[src/rtl/mem_arbiter_pkg.sv]
// Shared types for the two-requester memory arbiter.
package mem_arbiter_pkg;

  // Identity of a requester; doubles as the round-robin "last granted" pointer.
  typedef enum logic {
    ARB_IF = 1'b0,
    ARB_D  = 1'b1
  } arb_port_e;

  // One-entry record of the request accepted last cycle, used to steer the response.
  typedef struct packed {
    logic      valid;
    arb_port_e owner;
    logic      we;
    logic      err;
  } arb_inflight_t;

  // Pointer value after reset: D counts as last granted, so IF wins first contention.
  localparam arb_port_e ARB_RESET_LAST = ARB_D;

  // Only word-aligned accesses are serviced.
  function automatic logic arb_misaligned(input logic [1:0] lsb);
    return lsb != 2'b00;
  endfunction

endpackage

[src/rtl/rr_arb2.sv]
// Two-input round-robin grant with a registered last-grant pointer.
module rr_arb2
  import mem_arbiter_pkg::*;
(
  input  logic clk,
  input  logic i_rst,
  input  logic i_req_if,
  input  logic i_req_d,
  input  logic i_advance,
  output logic o_gnt_if,
  output logic o_gnt_d
);

  arb_port_e r_last;
  arb_port_e w_last_nxt;

  // Pointer register: remembers which port was granted most recently.
  always_ff @(posedge clk) begin
    if (i_rst) begin
      r_last <= ARB_RESET_LAST;
    end else begin
      r_last <= w_last_nxt;
    end
  end

  // Pointer moves only when the granted request was actually taken.
  always_comb begin
    w_last_nxt = r_last;
    if (i_advance) begin
      w_last_nxt = o_gnt_d ? ARB_D : ARB_IF;
    end
  end

  // Grant: a lone requester wins; under contention the port not granted last wins.
  always_comb begin
    o_gnt_if = i_req_if && (!i_req_d || (r_last == ARB_D));
    o_gnt_d  = i_req_d  && (!i_req_if || (r_last == ARB_IF));
  end

endmodule

[src/rtl/mem_arbiter.sv]
// Shares one registered-read memory port between instruction fetch and load/store.
module mem_arbiter
  import mem_arbiter_pkg::*;
#(
  parameter int ADDRWIDTH = 32,
  parameter int BUSWIDTH  = 32,
  parameter int WORDIDX   = 10
) (
  input  logic                 clk,
  input  logic                 cpu_rst,
  // fetch port
  input  logic                 if_req_valid,
  output logic                 if_req_ready,
  input  logic [ADDRWIDTH-1:0] if_req_addr,
  output logic                 if_resp_valid,
  output logic [BUSWIDTH-1:0]  if_resp_rdata,
  output logic                 if_resp_err,
  // load/store port
  input  logic                 d_req_valid,
  output logic                 d_req_ready,
  input  logic                 d_req_we,
  input  logic [ADDRWIDTH-1:0] d_req_addr,
  input  logic [BUSWIDTH-1:0]  d_req_wdata,
  output logic                 d_resp_valid,
  output logic [BUSWIDTH-1:0]  d_resp_rdata,
  output logic                 d_resp_err,
  // memory side
  output logic [ADDRWIDTH-1:0] mem_rd_addr,
  output logic [ADDRWIDTH-1:0] mem_wr_addr,
  output logic [BUSWIDTH-1:0]  mem_wr_data,
  output logic                 mem_wren,
  input  logic [BUSWIDTH-1:0]  mem_rd_data
);

  logic                 w_gnt_if;
  logic                 w_gnt_d;
  logic                 w_acc_if;
  logic                 w_acc_d;
  logic                 w_accept;
  logic [ADDRWIDTH-1:0] w_sel_addr;
  logic                 w_sel_we;
  logic                 w_sel_err;
  logic [ADDRWIDTH-1:0] w_word_idx;
  logic                 w_rd_go;
  logic                 w_wr_go;
  logic                 w_unused_addr_hi;
  arb_inflight_t        w_inflight_nxt;
  arb_inflight_t        r_inflight;
  logic [ADDRWIDTH-1:0] r_rd_addr;
  logic [ADDRWIDTH-1:0] r_wr_addr;
  logic [BUSWIDTH-1:0]  r_wr_data;

  rr_arb2 u_rr_arb2 (
    .clk       (clk),
    .i_rst     (cpu_rst),
    .i_req_if  (if_req_valid),
    .i_req_d   (d_req_valid),
    .i_advance (w_accept),
    .o_gnt_if  (w_gnt_if),
    .o_gnt_d   (w_gnt_d)
  );

  // Accept and select the single granted request; nothing is accepted while in reset.
  always_comb begin
    w_acc_if     = w_gnt_if && !cpu_rst;
    w_acc_d      = w_gnt_d  && !cpu_rst;
    w_accept     = w_acc_if || w_acc_d;
    if_req_ready = w_acc_if;
    d_req_ready  = w_acc_d;
    w_sel_addr   = w_acc_d ? d_req_addr : if_req_addr;
    w_sel_we     = w_acc_d && d_req_we;
    w_sel_err    = arb_misaligned(w_sel_addr[1:0]);
    w_word_idx   = '0;
    w_word_idx[WORDIDX-1:0] = w_sel_addr[WORDIDX+1:2];
    w_rd_go      = w_accept && !w_sel_we && !w_sel_err;
    w_wr_go      = w_accept &&  w_sel_we && !w_sel_err;
    w_unused_addr_hi = ^w_sel_addr[ADDRWIDTH-1:WORDIDX+2];
  end

  // Memory channels: new address on a valid access, otherwise hold the last one.
  always_comb begin
    mem_rd_addr = w_rd_go ? w_word_idx  : r_rd_addr;
    mem_wr_addr = w_wr_go ? w_word_idx  : r_wr_addr;
    mem_wr_data = w_wr_go ? d_req_wdata : r_wr_data;
    mem_wren    = w_wr_go;
  end

  // Next in-flight record describing this cycle's accepted request.
  always_comb begin
    w_inflight_nxt       = '0;
    w_inflight_nxt.valid = w_accept;
    w_inflight_nxt.owner = w_acc_d ? ARB_D : ARB_IF;
    w_inflight_nxt.we    = w_sel_we;
    w_inflight_nxt.err   = w_sel_err;
  end

  // Response register plus held memory-channel values.
  always_ff @(posedge clk) begin
    if (cpu_rst) begin
      r_inflight <= '0;
      r_rd_addr  <= '0;
      r_wr_addr  <= '0;
      r_wr_data  <= '0;
    end else begin
      r_inflight <= w_inflight_nxt;
      r_rd_addr  <= mem_rd_addr;
      r_wr_addr  <= mem_wr_addr;
      r_wr_data  <= mem_wr_data;
    end
  end

  // Route the response to its owner; data only for successful reads, silenced in reset.
  always_comb begin
    if_resp_valid = r_inflight.valid && (r_inflight.owner == ARB_IF) && !cpu_rst;
    d_resp_valid  = r_inflight.valid && (r_inflight.owner == ARB_D)  && !cpu_rst;
    if_resp_err   = if_resp_valid && r_inflight.err;
    d_resp_err    = d_resp_valid  && r_inflight.err;
    if_resp_rdata = (if_resp_valid && !r_inflight.err) ? mem_rd_data : '0;
    d_resp_rdata  = (d_resp_valid && !r_inflight.err && !r_inflight.we) ? mem_rd_data : '0;
  end

endmodule

[config.mk]
export PLATFORM = sky130hd
export DESIGN_NAME = mem_arbiter
export DESIGN_NICKNAME = d
export VERILOG_FILES = /design/src/rtl/mem_arbiter_pkg.sv /design/src/rtl/rr_arb2.sv /design/src/rtl/mem_arbiter.sv
export SDC_FILE = /design/constraint.sdc
export NUM_CORES = 1
export LEC_CHECK = 0
export BUFFER_PORTS_ARGS = -buffer_cell sky130_fd_sc_hd__buf_2
export CORE_AREA = 2 2 118 120
export DETAILED_ROUTE_END_ITERATION = 10
export DIE_AREA = 0 0 120 122
export HOLD_SLACK_MARGIN = 0.06
export MAX_ROUTING_LAYER = met4
export PLACE_DENSITY = 0.76
export SLEW_MARGIN = 20
export SYNTH_ARGS = -nofsm -noshare
export SYNTH_HDL_FRONTEND = slang
export SYNTH_HIERARCHICAL = 1
export SYNTH_SLANG_ARGS = --single-unit
export TNS_END_PERCENT = 20
[constraint.sdc]
create_clock -name clk -period 2.7 [get_ports clk]
set_input_delay 0.54 -clock clk [delete_from_list [all_inputs] [get_ports clk]]
set_output_delay 0.54 -clock clk [all_outputs]
set_load 0.005 [all_outputs]
---- After elaboration in Yosys (flattened, before gate mapping) ----
Cells that the tools add are included.
cells by class
  bitwise gates (word level) .............. 2
  reduce and logical (&&, ||, !) cells .... 29
  multiplexer cells ....................... 8
operators with widths
  operator            number
  2-to-1 mux 32 bit   5
  logical AND 1 bit   18
  2-to-1 mux 12 bit   1
  zero test 1 bit     7
  logical OR 1 bit    3
  2-to-1 mux 1 bit    2
  inverter 1 bit      2
  nonzero test 2 bit  1
storage, ports and cells
  output and inout bits ................... 167
  word-level logic and storage cells ...... 47
  input port bits ......................... 133
  flip-flop bits (word level) ............. 101

---- Depth between registers and ports, before layout ----
Gate-level depths: netlist of the first run.
  depth in word-level cells ............... 9
  depth in mapped cells ................... 8
  depth with buffers taken out ............ 6

---- Cells and area by module ----
The synthesis of the first run kept the hierarchy.
by module, submodules not included
  module       area each (um^2)  sequential area each (um^2)  times used  cells an instance
  mem_arbiter  4538.1            2001.9                       1           444
  rr_arb2      53.8              20.0                         1           6

---- Worst setup path before layout of the first run ----
OpenSTA, ideal clock, no wires.
  kind .................................... input-to-output
  start ................................... input d_req_valid
  end ..................................... output mem_rd_addr[1]
  arrival time ............................ 1.765 ns
  data required time ...................... 2.160 ns
  cell stages on the path ................. 6
  path slack .............................. 0.395 ns
  buffers on the path ..................... 1
  cell sequence ........................... a21boi_1 > nand2b_4 > mux2_2 > buf_2 > nand3_1 > a21bo_2
on the way
  cells in the longest elaborated chain, start to end .. 8
RTL lines
  element                         line               text
  from (decl)                     mem_arbiter.sv:19  input logic d_req_valid,
  zero test 1 bit                 rr_arb2.sv:36      o_gnt_if = i_req_if && (!i_req_d || (r_last == ARB_D));
  logical OR 1 bit                rr_arb2.sv:36
  logical AND 1 bit               rr_arb2.sv:36
  logical AND 1 bit               mem_arbiter.sv:65  w_acc_if = w_gnt_if && !cpu_rst;
  logical OR 1 bit                mem_arbiter.sv:67  w_accept = w_acc_if || w_acc_d;
  logical AND 1 bit (2 in a row)  mem_arbiter.sv:75  w_rd_go = w_accept && !w_sel_we && !w_sel_err;
  2-to-1 mux 32 bit (*)           mem_arbiter.sv:82  mem_rd_addr = w_rd_go ? w_word_idx : r_rd_addr;
  to (decl)                       mem_arbiter.sv:28  output logic [ADDRWIDTH-1:0] mem_rd_addr,
Every way passes the cells marked *; elsewhere a longest branch is shown, timed or not.

---- Final worst setup path of the first run ----
  start ................................... input d_req_valid
  end ..................................... output mem_rd_addr[0]
RTL lines
  element                                                 line                                      text
  logical AND 1 bit (*)                                   rr_arb2.sv:37                             o_gnt_d = i_req_d && (!i_req_if || (r_last == ARB_IF));
  named net w_gnt_d                                       mem_arbiter.sv:36                         logic w_gnt_d;
  logical AND 1 bit (*)                                   mem_arbiter.sv:66                         w_acc_d = w_gnt_d && !cpu_rst;
  2-to-1 mux 12 bit or logical AND 1 bit (tied branches)  mem_arbiter.sv:70, mem_arbiter.sv:71
  nonzero test 2 bit or zero test 1 bit (tied branches)   mem_arbiter_pkg.sv:23, mem_arbiter.sv:75
  zero test 1 bit or logical AND 1 bit (tied branches)    mem_arbiter.sv:75
  logical AND 1 bit                                       mem_arbiter.sv:75
  2-to-1 mux 32 bit (*)                                   mem_arbiter.sv:82
Mark *: on every way through the listed nets, which the timed path passes. The rest lies on a longest branch.

==> results of run 1 <==
[flip-flops by register name, indices dropped and copies added, names as in the netlist]
| signal | count |
|---|---|
| r_wr_data | 32 |
| u_rr_arb2/r_last | 1 |
| r_inflight | 4 |
| r_wr_addr | 32 |
| r_rd_addr | 32 |
[cells in the final DEF, fill, tap and decap left out, drive strengths merged, types with 3 or more instances in the layout]
cell and instances:
a21bo 10, and2 198, buf 272, clkbuf 9, clkinv 4, dfxtp 101, inv 5, mux2 53
nand2 11, nand3 11, nor2 4, nor2b 3, o211ai 10, or2 3
[worst reg2reg max path, stage by stage, from the launching register on]
cell and delay (ns):
dfxtp_1 0.33, a21boi_2 0.25, nand2b_4 0.10, buf_4 0.21, mux2i_2 0.53, o211ai_1 0.19, nand2_1 0.11
[per-layer routing]
metal  track usage [%]  wire (um)
met2              30.0       6260
met5                 -          0
met1              17.5       4890
met3              3.46        850
met4              6.69        259
[cell type report]
cell class,instances,area (um^2)
sequential,101,2020
fill,1296,7110
tap,180,225
timing repair buffer,272,1420
inverter,5,20.0
clock buffer,9,225
multi-input combinational,314,2400
clock inverter,6,87.6
[cell families after synthesis]
family,synth area share (%)
buf+inv,4.03
mux,16.0
simple gates,31.3
compound gates,4.63
flops,44.0
[how the worst max path moves through the flow]
stage | from | to | slack (ns) | cells after the start
after floorplan | d_req_valid | mem_rd_addr[1] | 0.39 | 6
after detailed placement | if_req_valid | mem_rd_addr[0] | 0.07 | 8
after global routing | u_rr_arb2/r_last | mem_rd_addr[8] | 0.0004 | 8
after global placement | if_req_valid | mem_rd_addr[0] | 0.06 | 8
final | d_req_valid | mem_rd_addr[0] | 0.16 | 8
after CTS | u_rr_arb2/r_last | mem_rd_addr[0] | 0.06 | 7
[metrics by stage]
stage	instance area, um^2	std cells
CTS	6390	887
global placement	6080	872
floorplan	4590	450
detailed placement	6080	872
global route	6390	887
finish	6390	887
[power breakdown]
part           internal [mW]  leakage [nW]  switching [mW]  total [mW]
Clock                  0.808         0.156           0.544        1.35
Combinational          0.160          2.64           0.149       0.310
Sequential              1.51         0.816         0.00863        1.52
[repair_timing]
item | in CTS | in global routing
hold endpoints to repair | 0 | 0
resized for setup | 0 | 1
endpoints found under the setup margin | 0 | 31
==> reports/qor.csv, run 1 <==
stage;metric;value;unit
grt;grt_max_degree;53;
logic_synthesis;synth.top_cell.area_share;44.0;%
timing;setup_violations;0;
timing;fin_tns_setup;0;ns
grt;overflow;0;
worst_setup_path;end_kind;primary output;
logic_synthesis;synth_area_leaders;dfxtp_1, and2_1, mux2_4;
placement;pre_cts_slack;0.0706;ns
clock_tree;cts_sinks;101;
routing;drc_errors;0;
clock_tree;clock_latency;0.33;ns
worst_setup_path;crit_fanout;11;
finish;drive_gt1_share;51.1;%
worst_setup_path;cpMostUsedCell;buf_2;
floorplanning;dieArea;0.0146;mm^2
routing;vias_per_cell;4.40;
worst_setup_path;cp_num_buf_inv;3;
floorplanning;initial_core_util;34.0;%
clock_tree;numCtsBuffers;9;
timing;finalWorstSetupSlack;0.161;ns
timing;fin_worst_skew;0.00579;ns
worst_setup_path;cp-start-kind;input pin;
worst_setup_path;cp.required;2.16;ns
finish;fin_util;47.4;%
timing;fmax;0.394;GHz
routing;wl_per_cell;13.8;um
floorplanning;core;0.0135;mm^2
timing;hold_violations;0;
timing;worstMarginPinSlew;0.595;ns
timing;rsz0062_at_grt;no;
worst_setup_path;reg2reg_depth;6;
timing;hold_slack;0.450;ns
logic_synthesis;synth_edf_count;0;
routing;ant_nets;0;
logic_synthesis;synth_seq_cells;101;
grt;grt_pass1_wl;18500;um
logic_synthesis;yosys.area.top_type;dfxtp_1;
worst_setup_path;worstPathCellList;buf_2 > a21boi_2 > nand2b_4 > buf_4 > mux2_2 > nand3_1 > a21bo_2 > buf_2;
placement;dp_hpwl;9410;um
worst_setup_path;timing.rr.end;r_rd_addr[0];
routing;drt_pass1_iterations;4;
worst_setup_path;cp_top_family;buffers and inverters;
routing;vias;3901;
worst_setup_path;cpPeakStageDelay;0.39;ns
timing;fin_crit_sh;94.1;%
finish;finish.net_count;836;
placement;globalplace.congestion;0.795;
worst_setup_path;crit_slowest_cell;mux2_2;
logic_synthesis;syn_avg_cell_area;10.2;um^2
power;powerDensity;497;mW/mm^2
logic_synthesis;synth_most_common_cell;and2_1;
logic_synthesis;synth_cell_types;31;
hold_path;min_path_type;reg -> reg;
power;cellLeakagePower;3.61;nW
timing;slew_viol_final;0;
logic_synthesis;ys_async_sr_fraction;0;%
timing;maxSlewHeadroom;59.5;%
clock_tree;clock-root-buffer;clkbuf_16;
routing;detailedRoute.firstIterationViolations;122;
clock_tree;clock_path_buffers;2;
power;ir_worst_vdd;308;uV
grt;antenna_found_initial;0;
logic_synthesis;syn_nets;583;
timing;layout_min_cycle_time;2.54;ns
clock_tree;postCtsHoldBufs;0;
outcome;status;completed;
grt;grt_use_total;16.6;%
flow_run;drv_cap;0;
finish;n_antenna_cell;0;
logic_synthesis;synthCells;450;
floorplanning;ios;300;
logic_synthesis;netlist_area;0.00459;mm^2
worst_setup_path;r2r_slack;0.93;ns
clock_tree;cts.htree.levels;3;
logic_synthesis;ys.flop_type;dfxtp_1;
placement;port_buffers;259;
hold_path;hold_path_depth;1;
hold_path;hold_end;r_rd_addr[20];
finish;area_growth;39.3;%
clock_tree;post_cts_buffers;0;
logic_synthesis;yosys-top-cells-count;and2_1, dfxtp_1, mux2_4;
clock_tree;path_clk_slew;0.07;ns
grt;grt_pass1_vias;3680;
routing;totalWireLength;12300;um
logic_synthesis;yosysWarnings;6;
hold_path;min_from;r_rd_addr[20];
worst_setup_path;path_class;in -> out;
clock_tree;cts_tree;built;
power;power;3.18;mW
worst_setup_path;worstReg2RegStart;u_rr_arb2/r_last;
worst_setup_path;arrival;2.00;ns
floorplanning;die_y;122;um
floorplanning;die_w;120;um
floorplanning;rows;43;
logic_synthesis;yosysSeqAreaShare;44.0;%
Power figures use the tool's default switching activity.
==> inputs of run 2 (changes only) <==
- BUFFER_PORTS_ARGS: -buffer_cell sky130_fd_sc_hd__buf_2 -> not set
- CORE_AREA: 2 2 118 120 -> 2 2 115 117
- DIE_AREA: 0 0 120 122 -> 0 0 117 119
- DONT_BUFFER_PORTS: not set -> 1
- GPL_TIMING_DRIVEN: not set -> 0
- PLACE_DENSITY: 0.76 -> 0.58
==> reports/qor.csv, run 2 (synthesis gave the netlist of run 1 again) <==
stage;metric;value;unit
worst_setup_path;cp-start-kind;register;
routing;drc_errors;0;
worst_setup_path;reg2reg_depth;8;
finish;final_cell_mix;and2_1, dfxtp_1, mux2_4;
clock_tree;clock_latency;0.34;ns
timing;rsz0062_at_grt;no;
placement;port_buffers;0;
worst_setup_path;worstReg2RegStart;u_rr_arb2/r_last;
worst_setup_path;crit_slowest_cell;dfxtp_1;
power;ir_worst_vdd;270;uV
grt;overflow;0;
hold_path;hold_path_depth;1;
routing;detailedRoute.firstIterationViolations;110;
routing;drt_pass1_iterations;4;
clock_tree;path_clk_slew;0.07;ns
timing;maxSlewHeadroom;62.0;%
worst_setup_path;worstPathCellList;inv_1 > a21boi_1 > nor2_1 > nor3_2 > nand2_1 > clkbuf_4 > a21bo_2;
hold_path;hold_end;u_rr_arb2/r_last;
grt;grt_use_total;17.6;%
timing;slew_viol_final;0;
floorplanning;die_w;117;um
timing;hold_violations;0;
floorplanning;initial_core_util;35.7;%
finish;finish.net_count;594;
clock_tree;numCtsBuffers;9;
placement;dp_hpwl;9650;um
grt;grt_pass1_wl;17500;um
floorplanning;rows;42;
timing;layout_min_cycle_time;2.53;ns
floorplanning;dieArea;0.0139;mm^2
finish;reg_top3;r_rd_addr: 32 flops, r_wr_addr: 32 flops, r_wr_data: 32 flops;
floorplanning;die_y;119;um
grt;grt_max_degree;18;
clock_tree;cts_sinks;101;
finish;layout_commonest_cell;and2_1;
timing;fmax;0.396;GHz
placement;globalplace.congestion;0.761;
finish;area_growth;11.6;%
worst_setup_path;path_class;reg -> out;
clock_tree;postCtsHoldBufs;0;
worst_setup_path;cp.required;2.16;ns
floorplanning;core;0.0129;mm^2
flow_run;drv_cap;0;
routing;wl_per_cell;18.9;um
worst_setup_path;arrival;1.99;ns
hold_path;min_from;cpu_rst;
finish;final.fill_count;1263;
routing;ant_nets;0;
timing;fin_crit_sh;93.6;%
worst_setup_path;crit_fanout;10;
worst_setup_path;end_kind;primary output;
grt;grt_pass1_vias;3040;
timing;fin_worst_skew;0.00655;ns
timing;hold_slack;0.294;ns
grt;antenna_found_initial;1;
routing;vias;3100;
clock_tree;cts.htree.levels;3;
worst_setup_path;r2r_slack;0.85;ns
timing;worstMarginPinSlew;0.559;ns
power;cellLeakagePower;2.33;nW
finish;drive_gt1_share;23.0;%
routing;vias_per_cell;4.81;
outcome;status;completed;
finish;fin_util;39.8;%
clock_tree;cts_tree;built;
hold_path;min_path_type;in -> reg;
floorplanning;ios;300;
worst_setup_path;cpPeakStageDelay;0.39;ns
power;powerDensity;571;mW/mm^2
clock_tree;clock-root-buffer;clkbuf_16;
routing;totalWireLength;12200;um
clock_tree;clock_path_buffers;2;
worst_setup_path;timing.rr.end;r_wr_data[6];
timing;setup_violations;0;
[run 2: cell type report]
cell class	instances	area, um^2	area share, %
antenna	2	5.00	0.0977
buffer	30	173	3.37
clock buffer	10	229	4.47
clock inverter	6	48.8	0.952
inverter	5	20.0	0.391
multi-input combinational	314	2410	47.0
sequential	101	2020	39.5
tap	176	220	4.30
[run 2: stage by stage]
| stage | TNS (ns) | power (mW) | instances | area (um^2) | setup WS [ns] |
|---|---|---|---|---|---|
| 6_report | 0 | 2.92 | 644 | 5120 | 0.173 |
| 5_1_grt | 0 | 3.06 | 644 | 5120 | 0.00693 |
| 4_1_cts | 0 | 2.97 | 642 | 5100 | 0.00155 |
| 3_5_place_dp | -0.501 | 1.76 | 626 | 4810 | -0.0567 |
| 3_3_place_gp | -0.567 | 1.75 | 626 | 4810 | -0.0514 |
| 2_1_floorplan | 0 | 1.70 | 450 | 4590 | 0.395 |
[run 2: how the worst max path moves through the flow]
stage,from,endpoint,slack (ns),depth (start not counted)
6_report,u_rr_arb2/r_last,mem_rd_addr[2],0.17,7
5_1_grt,u_rr_arb2/r_last,mem_rd_addr[6],0.007,7
4_1_cts,u_rr_arb2/r_last,mem_rd_addr[11],0.002,6
3_5_place_dp,d_req_valid,mem_rd_addr[2],-0.06,6
3_3_place_gp,d_req_valid,mem_rd_addr[2],-0.05,6
2_1_floorplan,d_req_valid,mem_rd_addr[1],0.39,6
[run 2: critical path, delay by kind of cell, from the launching register on]
kind                   cells  cell delay (ns)
buffers and inverters      2             0.30
AOI/OAI and AO/OA          2             0.42
and+or+nand+nor            3             0.54
DFF                        1             0.39
[run 2: repair_timing]
action | CTS | global route
setup buffers | 0 | 0
endpoints found under the setup margin | 75 | 50
hold endpoints to repair | 0 | 0
resized for setup | 3 | 10
[run 2: per-layer routing]
layer | vias up | global-route usage (%) | part of all wire [%]
li1 | 1465 | - | -
met4 | 0 | 6.54 | 1.2
met2 | 156 | 31.0 | 52
met5 | - | - | 0
met3 | 10 | 5.90 | 9.0
met1 | 1469 | 17.8 | 38
[run 2: power by group]
| part | switching [mW] | total [mW] | leakage, nW | internal (mW) |
|---|---|---|---|---|
| Combinational | 0.119 | 0.207 | 1.38 | 0.0879 |
| Clock | 0.567 | 1.20 | 0.131 | 0.633 |
| Sequential | 0.0100 | 1.52 | 0.816 | 1.51 |
